--- src/rtl/alu_acc_ctrl_pkg.sv ---
// Shared definitions for the accumulator command sequencer: command opcodes,
// ALU function codes, FSM state encoding and the decoded-opcode record.
package alu_acc_ctrl_pkg;

  // Command opcodes (4-bit). Codes 11..15 are illegal.
  localparam logic [3:0] OP_LOAD = 4'd0;
  localparam logic [3:0] OP_AND  = 4'd1;
  localparam logic [3:0] OP_OR   = 4'd2;
  localparam logic [3:0] OP_ADD  = 4'd3;
  localparam logic [3:0] OP_ANDN = 4'd4;
  localparam logic [3:0] OP_ORN  = 4'd5;
  localparam logic [3:0] OP_SUB  = 4'd6;
  localparam logic [3:0] OP_SLT  = 4'd7;
  localparam logic [3:0] OP_ADC  = 4'd8;
  localparam logic [3:0] OP_CLR  = 4'd9;
  localparam logic [3:0] OP_READ = 4'd10;

  // Function select codes of the external combinational ALU.
  localparam logic [2:0] F_AND  = 3'b000;
  localparam logic [2:0] F_OR   = 3'b001;
  localparam logic [2:0] F_ADD  = 3'b010;
  localparam logic [2:0] F_ZERO = 3'b011;
  localparam logic [2:0] F_ANDN = 3'b100;
  localparam logic [2:0] F_ORN  = 3'b101;
  localparam logic [2:0] F_SUB  = 3'b110;
  localparam logic [2:0] F_SLT  = 3'b111;

  // Sequencer states.
  typedef enum logic [1:0] {
    ST_IDLE  = 2'd0,
    ST_EXEC  = 2'd1,
    ST_EXEC2 = 2'd2,
    ST_RESP  = 2'd3
  } state_e;

  // Decoded view of one opcode.
  typedef struct packed {
    logic [2:0] f;            // ALU function for the first pass
    logic       uses_alu;     // accumulator takes the ALU result
    logic       writes_carry; // carry takes the ALU carry-out
    logic       is_two_pass;  // needs a second ALU pass (carry-in add)
    logic       illegal;      // opcode outside the defined set
  } op_dec_t;

endpackage

--- src/rtl/alu_acc_ctrl_op_dec.sv ---
// Combinational opcode decoder: maps a command opcode to the ALU function
// and the per-opcode control flags used by the sequencer.
module alu_acc_ctrl_op_dec
  import alu_acc_ctrl_pkg::*;
(
  input  logic [3:0] i_op,
  output op_dec_t    o_dec
);

  // Opcode lookup; LOAD/CLR/READ are legal but do not touch the ALU.
  always_comb begin
    o_dec   = '0;
    o_dec.f = F_ZERO;
    case (i_op)
      OP_LOAD, OP_CLR, OP_READ: begin
        o_dec.f = F_ZERO;
      end
      OP_AND: begin
        o_dec.f        = F_AND;
        o_dec.uses_alu = 1'b1;
      end
      OP_OR: begin
        o_dec.f        = F_OR;
        o_dec.uses_alu = 1'b1;
      end
      OP_ADD: begin
        o_dec.f            = F_ADD;
        o_dec.uses_alu     = 1'b1;
        o_dec.writes_carry = 1'b1;
      end
      OP_ANDN: begin
        o_dec.f        = F_ANDN;
        o_dec.uses_alu = 1'b1;
      end
      OP_ORN: begin
        o_dec.f        = F_ORN;
        o_dec.uses_alu = 1'b1;
      end
      OP_SUB: begin
        o_dec.f        = F_SUB;
        o_dec.uses_alu = 1'b1;
      end
      OP_SLT: begin
        o_dec.f        = F_SLT;
        o_dec.uses_alu = 1'b1;
      end
      OP_ADC: begin
        o_dec.f            = F_ADD;
        o_dec.uses_alu     = 1'b1;
        o_dec.writes_carry = 1'b1;
        o_dec.is_two_pass  = 1'b1;
      end
      default: begin
        o_dec.illegal = 1'b1;
      end
    endcase
  end

endmodule

--- src/rtl/alu_acc_ctrl.sv ---
// Accumulator command sequencer. Accepts one command, runs it through an
// external combinational ALU in one or two passes, updates the accumulator
// and carry, then holds a response until the consumer takes it.
//
// Handshakes: both the command and the response channel transfer on a rising
// clock edge where valid and ready are both high. The command source must
// hold i_cmd_valid/op/data until that edge; o_res_* are held stable from the
// rise of o_res_valid until the edge where i_res_ready is also high.
module alu_acc_ctrl
  import alu_acc_ctrl_pkg::*;
#(
  parameter int BW_DATA = 4
) (
  input  logic               i_clk,
  input  logic               i_rst,
  input  logic               i_cmd_valid,
  output logic               o_cmd_ready,
  input  logic [3:0]         i_cmd_op,
  input  logic [BW_DATA-1:0] i_cmd_data,
  output logic               o_res_valid,
  input  logic               i_res_ready,
  output logic [BW_DATA-1:0] o_res_data,
  output logic               o_res_cout,
  output logic               o_res_zero,
  output logic               o_res_err,
  output logic [BW_DATA-1:0] o_alu_A,
  output logic [BW_DATA-1:0] o_alu_B,
  output logic [2:0]         o_alu_F,
  input  logic [BW_DATA-1:0] i_alu_Y,
  input  logic               i_alu_Cout
);

  state_e               state_q, state_d;
  logic [3:0]           op_q, op_d;
  logic [BW_DATA-1:0]   data_q, data_d;
  logic [BW_DATA-1:0]   acc_q, acc_d;
  logic                 carry_q, carry_d;
  logic                 err_q, err_d;
  logic [BW_DATA-1:0]   tmp_q, tmp_d;
  logic                 c1_q, c1_d;
  logic                 res_valid_q, res_valid_d;

  op_dec_t dec;

  alu_acc_ctrl_op_dec u_op_dec (
    .i_op  (op_q),
    .o_dec (dec)
  );

  // ALU drive: first pass is acc op data, second pass adds the old carry to
  // the partial sum; every other state parks the ALU on the idle code.
  always_comb begin
    o_alu_A = '0;
    o_alu_B = '0;
    o_alu_F = F_ZERO;
    case (state_q)
      ST_EXEC: begin
        if (dec.uses_alu) begin
          o_alu_A = acc_q;
          o_alu_B = data_q;
          o_alu_F = dec.f;
        end
      end
      ST_EXEC2: begin
        o_alu_A = tmp_q;
        o_alu_B = BW_DATA'(carry_q);
        o_alu_F = F_ADD;
      end
      default: begin
        o_alu_F = F_ZERO;
      end
    endcase
  end

  // Next-state and datapath update for the command sequencer.
  always_comb begin
    state_d     = state_q;
    op_d        = op_q;
    data_d      = data_q;
    acc_d       = acc_q;
    carry_d     = carry_q;
    err_d       = err_q;
    tmp_d       = tmp_q;
    c1_d        = c1_q;
    res_valid_d = res_valid_q;
    case (state_q)
      ST_IDLE: begin
        if (i_cmd_valid) begin
          op_d    = i_cmd_op;
          data_d  = i_cmd_data;
          state_d = ST_EXEC;
        end
      end
      ST_EXEC: begin
        if (dec.illegal) begin
          // Illegal opcode leaves acc/carry alone and flags the response.
          err_d       = 1'b1;
          res_valid_d = 1'b1;
          state_d     = ST_RESP;
        end else if (dec.is_two_pass) begin
          // ADC: keep the partial sum and its carry for the second pass.
          tmp_d   = i_alu_Y;
          c1_d    = i_alu_Cout;
          state_d = ST_EXEC2;
        end else begin
          err_d = 1'b0;
          if (dec.uses_alu) begin
            acc_d = i_alu_Y;
          end
          if (dec.writes_carry) begin
            carry_d = i_alu_Cout;
          end
          if (op_q == OP_LOAD) begin
            acc_d   = data_q;
            carry_d = 1'b0;
          end else if (op_q == OP_CLR) begin
            acc_d   = '0;
            carry_d = 1'b0;
          end
          res_valid_d = 1'b1;
          state_d     = ST_RESP;
        end
      end
      ST_EXEC2: begin
        // At most one of the two passes can carry out, so OR is exact.
        acc_d       = i_alu_Y;
        carry_d     = c1_q | i_alu_Cout;
        err_d       = 1'b0;
        res_valid_d = 1'b1;
        state_d     = ST_RESP;
      end
      ST_RESP: begin
        if (i_res_ready) begin
          res_valid_d = 1'b0;
          state_d     = ST_IDLE;
        end
      end
      default: begin
        res_valid_d = 1'b0;
        state_d     = ST_IDLE;
      end
    endcase
  end

  // State and datapath registers; reset aborts any command in flight.
  always_ff @(posedge i_clk or posedge i_rst) begin
    if (i_rst) begin
      state_q     <= ST_IDLE;
      op_q        <= OP_READ;
      data_q      <= '0;
      acc_q       <= '0;
      carry_q     <= 1'b0;
      err_q       <= 1'b0;
      tmp_q       <= '0;
      c1_q        <= 1'b0;
      res_valid_q <= 1'b0;
    end else begin
      state_q     <= state_d;
      op_q        <= op_d;
      data_q      <= data_d;
      acc_q       <= acc_d;
      carry_q     <= carry_d;
      err_q       <= err_d;
      tmp_q       <= tmp_d;
      c1_q        <= c1_d;
      res_valid_q <= res_valid_d;
    end
  end

  assign o_cmd_ready = (state_q == ST_IDLE);
  assign o_res_valid = res_valid_q;
  assign o_res_data  = acc_q;
  assign o_res_cout  = carry_q;
  assign o_res_zero  = (acc_q == '0);
  assign o_res_err   = err_q;

endmodule

--- config.mk ---
export PLATFORM = sky130hd
export DESIGN_NAME = alu_acc_ctrl
export DESIGN_NICKNAME = d
export VERILOG_FILES = /design/src/rtl/alu_acc_ctrl_pkg.sv /design/src/rtl/alu_acc_ctrl_op_dec.sv /design/src/rtl/alu_acc_ctrl.sv
export SDC_FILE = /design/constraint.sdc
export NUM_CORES = 1
export LEC_CHECK = 0
export ABC_AREA = 1
export CORE_UTILIZATION = 44
export DETAILED_ROUTE_END_ITERATION = 8
export DONT_BUFFER_PORTS = 1
export PLACE_DENSITY_LB_ADDON = 0.08
export SLEW_MARGIN = 20
export SYNTH_ARGS = -nofsm -noshare
export SYNTH_HDL_FRONTEND = slang
export SYNTH_SLANG_ARGS = --single-unit
export TNS_END_PERCENT = 5
--- constraint.sdc ---
create_clock -name i_clk -period 2.35 [get_ports i_clk]
set_input_delay 0.3525 -clock i_clk [delete_from_list [all_inputs] [get_ports i_clk]]
set_output_delay 0.3525 -clock i_clk [all_outputs]
set_load 0.02 [all_outputs]
==> results of run 1 <==
per-layer routing:
layer | up-vias | wire [um] | GRT usage
met2 | 32 | 1260 | 0.321
met3 | 2 | 175 | 0.0340
met4 | 0 | 17 | 0.0418
li1 | 563 | - | -
met1 | 498 | 1380 | 0.261
met5 | - | 0 | 0
timing repair:
| action | 4_1_cts | 5_1_grt |
|---|---|---|
| setup endpoints to repair | 0 | 3 |
| gates resized for setup | 0 | 3 |
| setup buffers | 0 | 0 |
metrics by stage:
| step | hold slack, ps | utilization | area, sq um | setup WS, ps | std cells |
|---|---|---|---|---|---|
| floorplan | 340 | - | 1330 | 473 | 173 |
| global placement | 456 | 0.500 | 1400 | 474 | 207 |
| detailed placement | 461 | 0.500 | 1400 | 430 | 207 |
| CTS | 113 | 0.518 | 1450 | 78.1 | 211 |
| global route | 145 | 0.522 | 1470 | 3.64 | 211 |
| finish | 70.0 | 0.522 | 1470 | 114 | 211 |
state kept, by name (all words and copies together) (netlist names):
name / cells
c1_q: 1
data_q: 4
o_res_cout: 1
o_res_data: 4
o_res_err: 1
o_res_valid: 1
op_q: 4
state_q: 2
tmp_q: 4
worst max-delay path: stages, from the launching register on:
cell and delay (ps):
dfstp_2 600, inv_2 60, nor2_4 110, nand2_4 90
nand2_1 60, nor2_1 40, nand2_2 130, nand3_1 90
a21oi_1 400
path summary, 6_finish.rpt:
path / end / slack (ps) / cells past startpoint / startpoint
max in group asynchronous: c1_q / 1750 / 1 / i_rst
worst max register to register: o_res_cout / 660 / 7 / state_q[1]
worst max-delay path: o_alu_A[0] / 110 / 8 / op_q[3]
min in group i_clk: op_q[1] / 170 / 2 / i_cmd_op[1]
worst min register to register: c1_q / 530 / 1 / c1_q
worst min-delay path: data_q[3] / 70 / 1 / i_rst
layout make-up:
class	instances	area [sq um]
fillers	279	1340
multi-input cells	126	688
flip-flops and latches	22	553
inverters	22	87.6
repair buffers	6	45.0
well taps	31	38.8
clock inverters	1	30.0
clock buffers	3	22.5
cell families after synthesis:
logic type | Yosys count
fa+ha+maj | 4
flops | 22
simple gates | 90
compound gates | 27
mux | 5
buf+inv | 25
power groups by stage:
stage / registers [mW] / logic, mW / clock network [mW]
2_1_floorplan: 0.779 / 1.02 / 0
5_1_grt: 0.837 / 1.44 / 0.311
3_3_place_gp: 0.814 / 1.25 / 0
4_1_cts: 0.812 / 1.26 / 0.299
3_5_place_dp: 0.820 / 1.26 / 0
6_report: 0.811 / 1.27 / 0.297
cells in the final DEF, fill, tap and decap left out, drive strengths merged:
cell / instances
a21oi: 15
a31oi: 1
buf: 6
bufinv: 1
clkbuf: 3
dfrtp: 20
dfstp: 2
ha: 4
inv: 22
mux2: 5
nand2: 52
nand3: 13
nor2: 20
nor3: 3
nor4: 1
o21a: 1
o21ai: 10
or2: 1
==> metrics.yaml, run 1 <==
status: "finished, violations left"
failed_checks: "DRC"
die_h_um: 57.0
worst_pin_slew_ps: 833
synthTopCellsByArea: "dfrtp_1 38%, nand2_1 14%, a21oi_1 5.6%"
finalSetupTns_ps: 0
cts_sinks: 22
synth_compound_area_frac: 0.104
synthAdderAreaFrac: 0.0376
cts_root_buffer: "clkbuf_4"
totalPowerFinal_mw: 2.38
drive_gt1_frac: 0.183
die_w_um: 57.0
viasPerCell: 5.19
finalCritPeriodShare: 0.951
synth-simple-area-share: 0.310
start_util: 0.474
nNetsFinal: 202
core_area_sq_mm: 0.00281
p_sw_frac: 0.498
clockBufferDepth: 2
avgSynthCellArea_sq_um: 7.69
hpwl_mm: 2.24
synth_top_family_by_area: "simple AND/OR/NAND/NOR gates"
synth_most_common_cell: "nand2_1"
muxShareOfSynthArea: 0.0564
synth_seq_area_share: 0.416
hold_viol_final: 0
p_per_area_mw_per_mm2: 1620
synth_ff_type: "dfrtp_1"
clk_latency_ps: 310
crit_required_ps: 2000
synth_seq_cells: 22
power_leakage_nw: 0.783
grt_pass1_vias: 1106
clock.fmax_mhz: 447
async_flop_share: 1.00
seqPwrFrac: 0.341
synth_top_area_share: 0.376
hold_path_class: "in2async"
pwr-share-clk: 0.125
synth_cells: 173
drtIter0Drc: 30
criticalPathCategory: "reg2out"
arrival_ps: 1880
htreeDepth: 1
ys_top_cells_by_count: "49 x nand2_1, 20 x dfrtp_1, 18 x inv_1"
cp_max_fo: 8
finClkSkew_ps: 11.8
postSynthNetCount: 194
drc: 4
max_cap_viol_count: 0
combPwrFrac: 0.534
synth_edf_count: 0
cts_buffers: 3
cts_hold_buf: 0
gr-total-overflow: 0
first_pass_iters: 6
setup_viol: 0
ys_warn_count: 0
ys_types: 24
startpoint_type: "flip-flop"
antenna_found_initial: 0
switchingPower_mw: 1.18
die_area_sq_mm: 0.00325
intPower_mw: 1.19
ant_nets: 0
gp_congestion: 0.870
wl_per_cell_um: 13.4
cts_tree: "yes"
clk_pin_slew_ps: 140
rows: 19
port_buffers: 0
end_kind: "output pin"
synth_xor_area_frac: 0
synth.largest_area_cell: "dfrtp_1"
grt_pass1_wl_mm: 4.93
min_period_ps: 2240
vias: 1095
relSlewSlack: 0.444
ioPinCount: 37
grt_max_degree: 23
area_growth_pct: 10.2
n_antenna_cell: 0
rsz0062_at_grt: "no"
netlist_area_sq_mm: 0.00133
gr-usage-all-layers: 0.192
wl_mm: 2.84
slew_viol_final: 0
vdd_drop_max_uv: 602
Note: power is estimated with default switching activity, not from simulation.
==> run 2, diff against run 1 <==
- CAP_MARGIN: not set -> 5
- CORE_ASPECT_RATIO: not set -> 1.75
- MAX_ROUTING_LAYER: not set -> met4
==> metrics.yaml, run 2 (synthesis gave the netlist of run 1 again) <==
seq_area_sq_um: 553  # unchanged
ctsResizeCount: 0  # unchanged
cts_root_buffer: "clkbuf_8"
place_area_sq_mm: 0.00140  # -0.27%
start_util: 0.459  # -0.0148
hold_path_class: "in2async"
die_h_um: 74.7  # +31%
p_per_area_mw_per_mm2: 1620  # about the same
clk_latency_ps: 260  # -50 ps
end_kind: "output pin"
cp_max_fo: 8  # unchanged
dp_slack_ps: 429  # -1.40 ps
viasPerCell: 5.36  # +3.2%
drive_gt1_frac: 0.167  # -0.0167
startpoint_type: "flip-flop"
layout_commonest_cell: "nand2_1"
min_period_ps: 2210  # -30.5 ps
antenna_found_initial: 0  # unchanged
multiInputGateArea_sq_um: 677  # -1.6%
r2r_setup_slack_ps: 630  # -30 ps
rsz0062_at_grt: "no"
n_antenna_cell: 0  # unchanged
port_buffers: 0  # unchanged
worst_pin_slew_ps: 849  # +16.2 ps
drc: 4  # unchanged
r2r_cells: 7  # unchanged
finalSetupTns_ps: 0  # unchanged
rows: 26  # +7
final_cell_mix: "49 x nand2_1, 20 x dfrtp_1, 18 x inv_1"
vias: 1114  # +1.7%
design_area_sq_mm: 0.00145  # -0.85%
r2r-start: "state_q[1]"
post_cts_buffers: 0  # unchanged
first_pass_iters: 6  # unchanged
ioPinCount: 37  # unchanged
gr-usage-all-layers: 0.203  # +0.0110
nNetsFinal: 202  # unchanged
cts_hold_buf: 0  # unchanged
grt_pass1_vias: 1014  # -8.3%
crit_required_ps: 2000  # about the same
criticalPathCategory: "reg2out"
grt_pass1_wl_mm: 4.68  # -5.0%
cts_tree: "yes"
arrival_ps: 1850  # -30 ps
die_w_um: 43.6  # -24%
reg2reg_to: "o_res_cout"
relSlewSlack: 0.433  # -0.0108
setup_viol: 0  # unchanged
n_fill_cell: 303  # +8.6%
finClkSkew_ps: 3.52  # -8.29 ps
gr-total-overflow: 0  # unchanged
hpwl_mm: 2.36  # +5.5%
slew_viol_final: 0  # unchanged
vdd_drop_max_uv: 754  # +25%
failed_checks: "DRC"
htreeDepth: 1  # unchanged
area_growth_pct: 9.22
drtIter0Drc: 31  # +3.3%
grt_max_degree: 23  # unchanged
power_leakage_nw: 0.784  # +0.10%
cts_buffers: 3  # unchanged
status: "finished, violations left"
finalCritPeriodShare: 0.938  # -0.0130
max_cap_viol_count: 0  # unchanged
clk_pin_slew_ps: 80  # -60 ps
clock.fmax_mhz: 453  # +1.4%
fin_ws_ps: 145  # +30.5 ps
core_area_sq_mm: 0.00290  # +3.2%
hold_viol_final: 0  # unchanged
gp_congestion: 0.887  # +2.0%
cts_sinks: 22  # unchanged
wl_per_cell_um: 14.5  # +7.9%
ant_nets: 0  # unchanged
wl_mm: 3.02  # +6.4%
die_area_sq_mm: 0.00326  # +0.26%
clockBufferDepth: 2  # unchanged
## run 2: cell count changes in the layout (fill, tap and decap cells not counted), sizes merged
cell / before / now
clkbuf: 3 / 4
bufinv: 1 / 0
## run 2: worst max path at each step
stage	slack [ps]	from	end	cells after the start
after global placement	470	op_q[1]	o_alu_A[3]	8
final	140	op_q[3]	o_alu_A[0]	8
after global routing	8	op_q[3]	o_alu_A[2]	8
after floorplan	470	state_q[1]	o_alu_B[1]	5
after CTS	130	op_q[3]	o_alu_A[3]	8
after detailed placement	430	op_q[3]	o_alu_A[0]	8
## run 2: cell type report
cell class	count	area share
tap	28	0.0241
multi-input combinational	126	0.466
clock buffer	4	0.0379
inverter	22	0.0603
sequential	22	0.381
timing repair buffer	6	0.0310
## run 2: where the power goes
| group | internal [mW] | switching, mW |
|---|---|---|
| Clock | 0.149 | 0.124 |
| Combinational | 0.438 | 0.837 |
| Sequential | 0.581 | 0.226 |
## run 2: metrics by stage
stage                     hold WS [ps]  utilization  instances  total power [mW]
after floorplan                    340            -        173              1.80
after global placement             456        0.483        204              2.08
after detailed placement           467        0.483        204              2.10
after CTS                          170        0.502        208              2.38
after global routing               208        0.502        208              2.56
final                              145        0.502        208              2.36
## run 2: critical path, cell delays in order, from the launching register on
cell and delay, ps:
dfstp_2 580, inv_2 70, nor2_4 110, nand2_4 90, nand2_1 70, nor2_1 40
nand2_2 140, nand3_1 100, a21oi_1 390
## run 2: routing by layer
layer  vias to the layer above  GRT usage  wire, um
met2                        39      0.338      1550
met5                         -          -         0
met1                       506      0.230      1230
met3                         4     0.0456       200
li1                        565          -         -
met4                         0     0.0833        42
==> run 3, diff against run 2 <==
- ABC_AREA: 1 -> 0
- CAP_MARGIN: 5 -> not set
==> metrics.yaml, run 3 <==
drtIter0Drc: 22  # -29%
power_leakage_nw: 0.589  # -25%
rsz0062_at_grt: "yes"
ant_nets: 0  # unchanged
arrival_ps: 1930  # +80 ps
synth_seq_cells: 22  # unchanged
p_per_area_mw_per_mm2: 1660  # +2.3%
avgSynthCellArea_sq_um: 10.9  # +41%
relSlewSlack: 0.428  # -0.00534
rows: 25  # -3.8%
viasPerCell: 5.93  # +11%
dp.cells: 141  # -31%
startpoint_type: "flip-flop"
synth.largest_area_cell: "dfrtp_1"
hpwl_mm: 2.06  # -13%
layout_commonest_cell: "dfrtp_1"
ioPinCount: 37  # unchanged
antenna_found_initial: 0  # unchanged
gr-total-overflow: 0  # unchanged
netlist_area_sq_mm: 0.00123  # -7.6%
crit_required_ps: 2000  # about the same
cts_hold_buf: 0  # unchanged
die_w_um: 41.9  # -3.7%
worst_pin_slew_ps: 857  # +8.01 ps
synth_ff_type: "dfrtp_1"
end_kind: "output pin"
ctsResizeCount: 0  # unchanged
fin_ws_ps: 66.6  # -78.2 ps
criticalPathCategory: "reg2out"
cts_buffers: 3  # unchanged
synth_most_common_cell: "dfrtp_1"
synth_top_area_share: 0.407  # +0.0310
post_cts_buffers: 0  # unchanged
grt_pass1_wl_mm: 4.50  # -3.8%
clk_pin_slew_ps: 80  # about the same
min_period_ps: 2280  # +78.2 ps
hold_path_class: "in2async"
n_antenna_cell: 0  # unchanged
gr-usage-all-layers: 0.204  # +0.000991
first_pass_iters: 4  # -2
n_fill_cell: 262  # -14%
ys_warn_count: 0  # unchanged
cts_tree: "yes"
start_util: 0.457  # -0.00263
grt_pass1_vias: 898  # -11%
drive_gt1_frac: 0.314  # +0.147
synth_cells: 113  # -35%
port_buffers: 0  # unchanged
synth_edf_count: 0  # unchanged
finClkSkew_ps: 3.82  # +0.304 ps
postSynthNetCount: 134  # -31%
drc: 0  # -4
dp_slack_ps: 327  # -102 ps
cts_root_buffer: "clkbuf_8"
hold_viol_final: 0  # unchanged
nNetsFinal: 140  # -31%
die_area_sq_mm: 0.00302  # -7.3%
die_h_um: 71.9  # -3.8%
synthTopCellsByArea: "dfrtp_1 41%, mux2_2 13%, dfstp_2 4.3%"
cp_max_fo: 11  # +3
vdd_drop_max_uv: 813  # +7.7%
gp_congestion: 0.755  # -15%
final_cells: 145  # -30%
finalCritPeriodShare: 0.972  # +0.0333
slew_viol_final: 0  # unchanged
wl_per_cell_um: 19.0  # +31%
area_growth_pct: 8.45
synth_seq_area_share: 0.450  # +0.0343
core_area_sq_mm: 0.00269  # -7.1%
status: "finished, final reports clean"
max_cap_viol_count: 0  # unchanged
wl_mm: 2.75  # -8.8%
clock.fmax_mhz: 438  # -3.4%
final_cell_mix: "20 x dfrtp_1, 14 x mux2_2, 11 x nand2_1"
htreeDepth: 1  # unchanged
grt_max_degree: 23  # unchanged
cts_sinks: 22  # unchanged
ys_top_cells_by_count: "20 x dfrtp_1, 14 x mux2_2, 11 x nand2_1"
setup_viol: 0  # unchanged
ys_types: 34  # +42%
async_flop_share: 1.00  # unchanged
clk_latency_ps: 260  # about the same
vias: 860  # -23%
clockBufferDepth: 2  # unchanged
run 3: changes by cell type in the layout (fill, tap and decap cells not counted), sizes merged, moves of 3 or more:
cell / previous run / this run
a21oi: 15 / 3
a22oi: 0 / 5
a32o: 0 / 5
and2: 0 / 3
inv: 22 / 6
mux2: 5 / 14
nand2: 52 / 11
nand3: 13 / 1
nor2: 20 / 2
nor2b: 0 / 3
o31ai: 0 / 3
run 3: report_power, final:
part / leakage (nW) / internal [mW] / switching [mW]
Clock: 0.0228 / 0.121 / 0.117
Sequential: 0.263 / 0.580 / 0.249
Combinational: 0.303 / 0.483 / 0.662
run 3: final timing paths:
| path | endpoint | slack (ps) | from | cells past startpoint |
|---|---|---|---|---|
| max reg2reg | o_res_cout | 460 | state_q[0] | 5 |
| min | tmp_q[3] | 160 | i_rst | 1 |
| min reg2reg | tmp_q[2] | 520 | tmp_q[2] | 1 |
| max in group asynchronous | data_q[3] | 1670 | i_rst | 1 |
| min in group i_clk | tmp_q[2] | 240 | i_alu_Y[2] | 1 |
| max | o_alu_A[3] | 70 | op_q[0] | 3 |
run 3: cells by family (layout without fill, tap and decap cells):
kind of cell | Yosys count | after routing | share of synthesized area
fa+ha+maj | 4 | 4 | 0.0407
compound gates | 30 | 30 | 0.178
simple gates | 30 | 30 | 0.147
mux | 14 | 14 | 0.128
buf+inv | 11 | 16 | 0.0418
flops | 22 | 22 | 0.450
xor+xnor | 2 | 2 | 0.0143
run 3: area by class of cell:
cell class	count	area, sq um	share of cell area
timing repair buffer	6	45.0	0.0338
inverter	6	22.5	0.0169
sequential	22	553	0.415
clock buffer	4	45.0	0.0338
multi-input combinational	80	633	0.475
tap	27	33.8	0.0254
run 3: worst max-delay path, stage by stage (launching register included):
cell and delay, ps:
dfrtp_1 490, or4b_4 610, a21oi_4 280, a32o_1 290
run 3: metrics by stage:
stage | hold WS (ps) | instance area, sq um | setup TNS, ps | power, mW | util
after global placement | 459 | 1280 | 0 | 1.96 | 0.475
final | 157 | 1330 | 0 | 2.21 | 0.495
after floorplan | 340 | 1230 | 0 | 1.70 | -
after global routing | 230 | 1330 | -15.3 | 2.38 | 0.495
after detailed placement | 463 | 1280 | 0 | 1.98 | 0.475
after CTS | 182 | 1320 | 0 | 2.23 | 0.492
run 3: layer usage:
layer | track usage | part of all wire | vias to the layer above
met4 | 0.0645 | 0.0087 | 0
met2 | 0.349 | 0.55 | 20
met3 | 0.0224 | 0.033 | 2
met5 | - | 0 | -
met1 | 0.249 | 0.41 | 417
li1 | - | - | 421
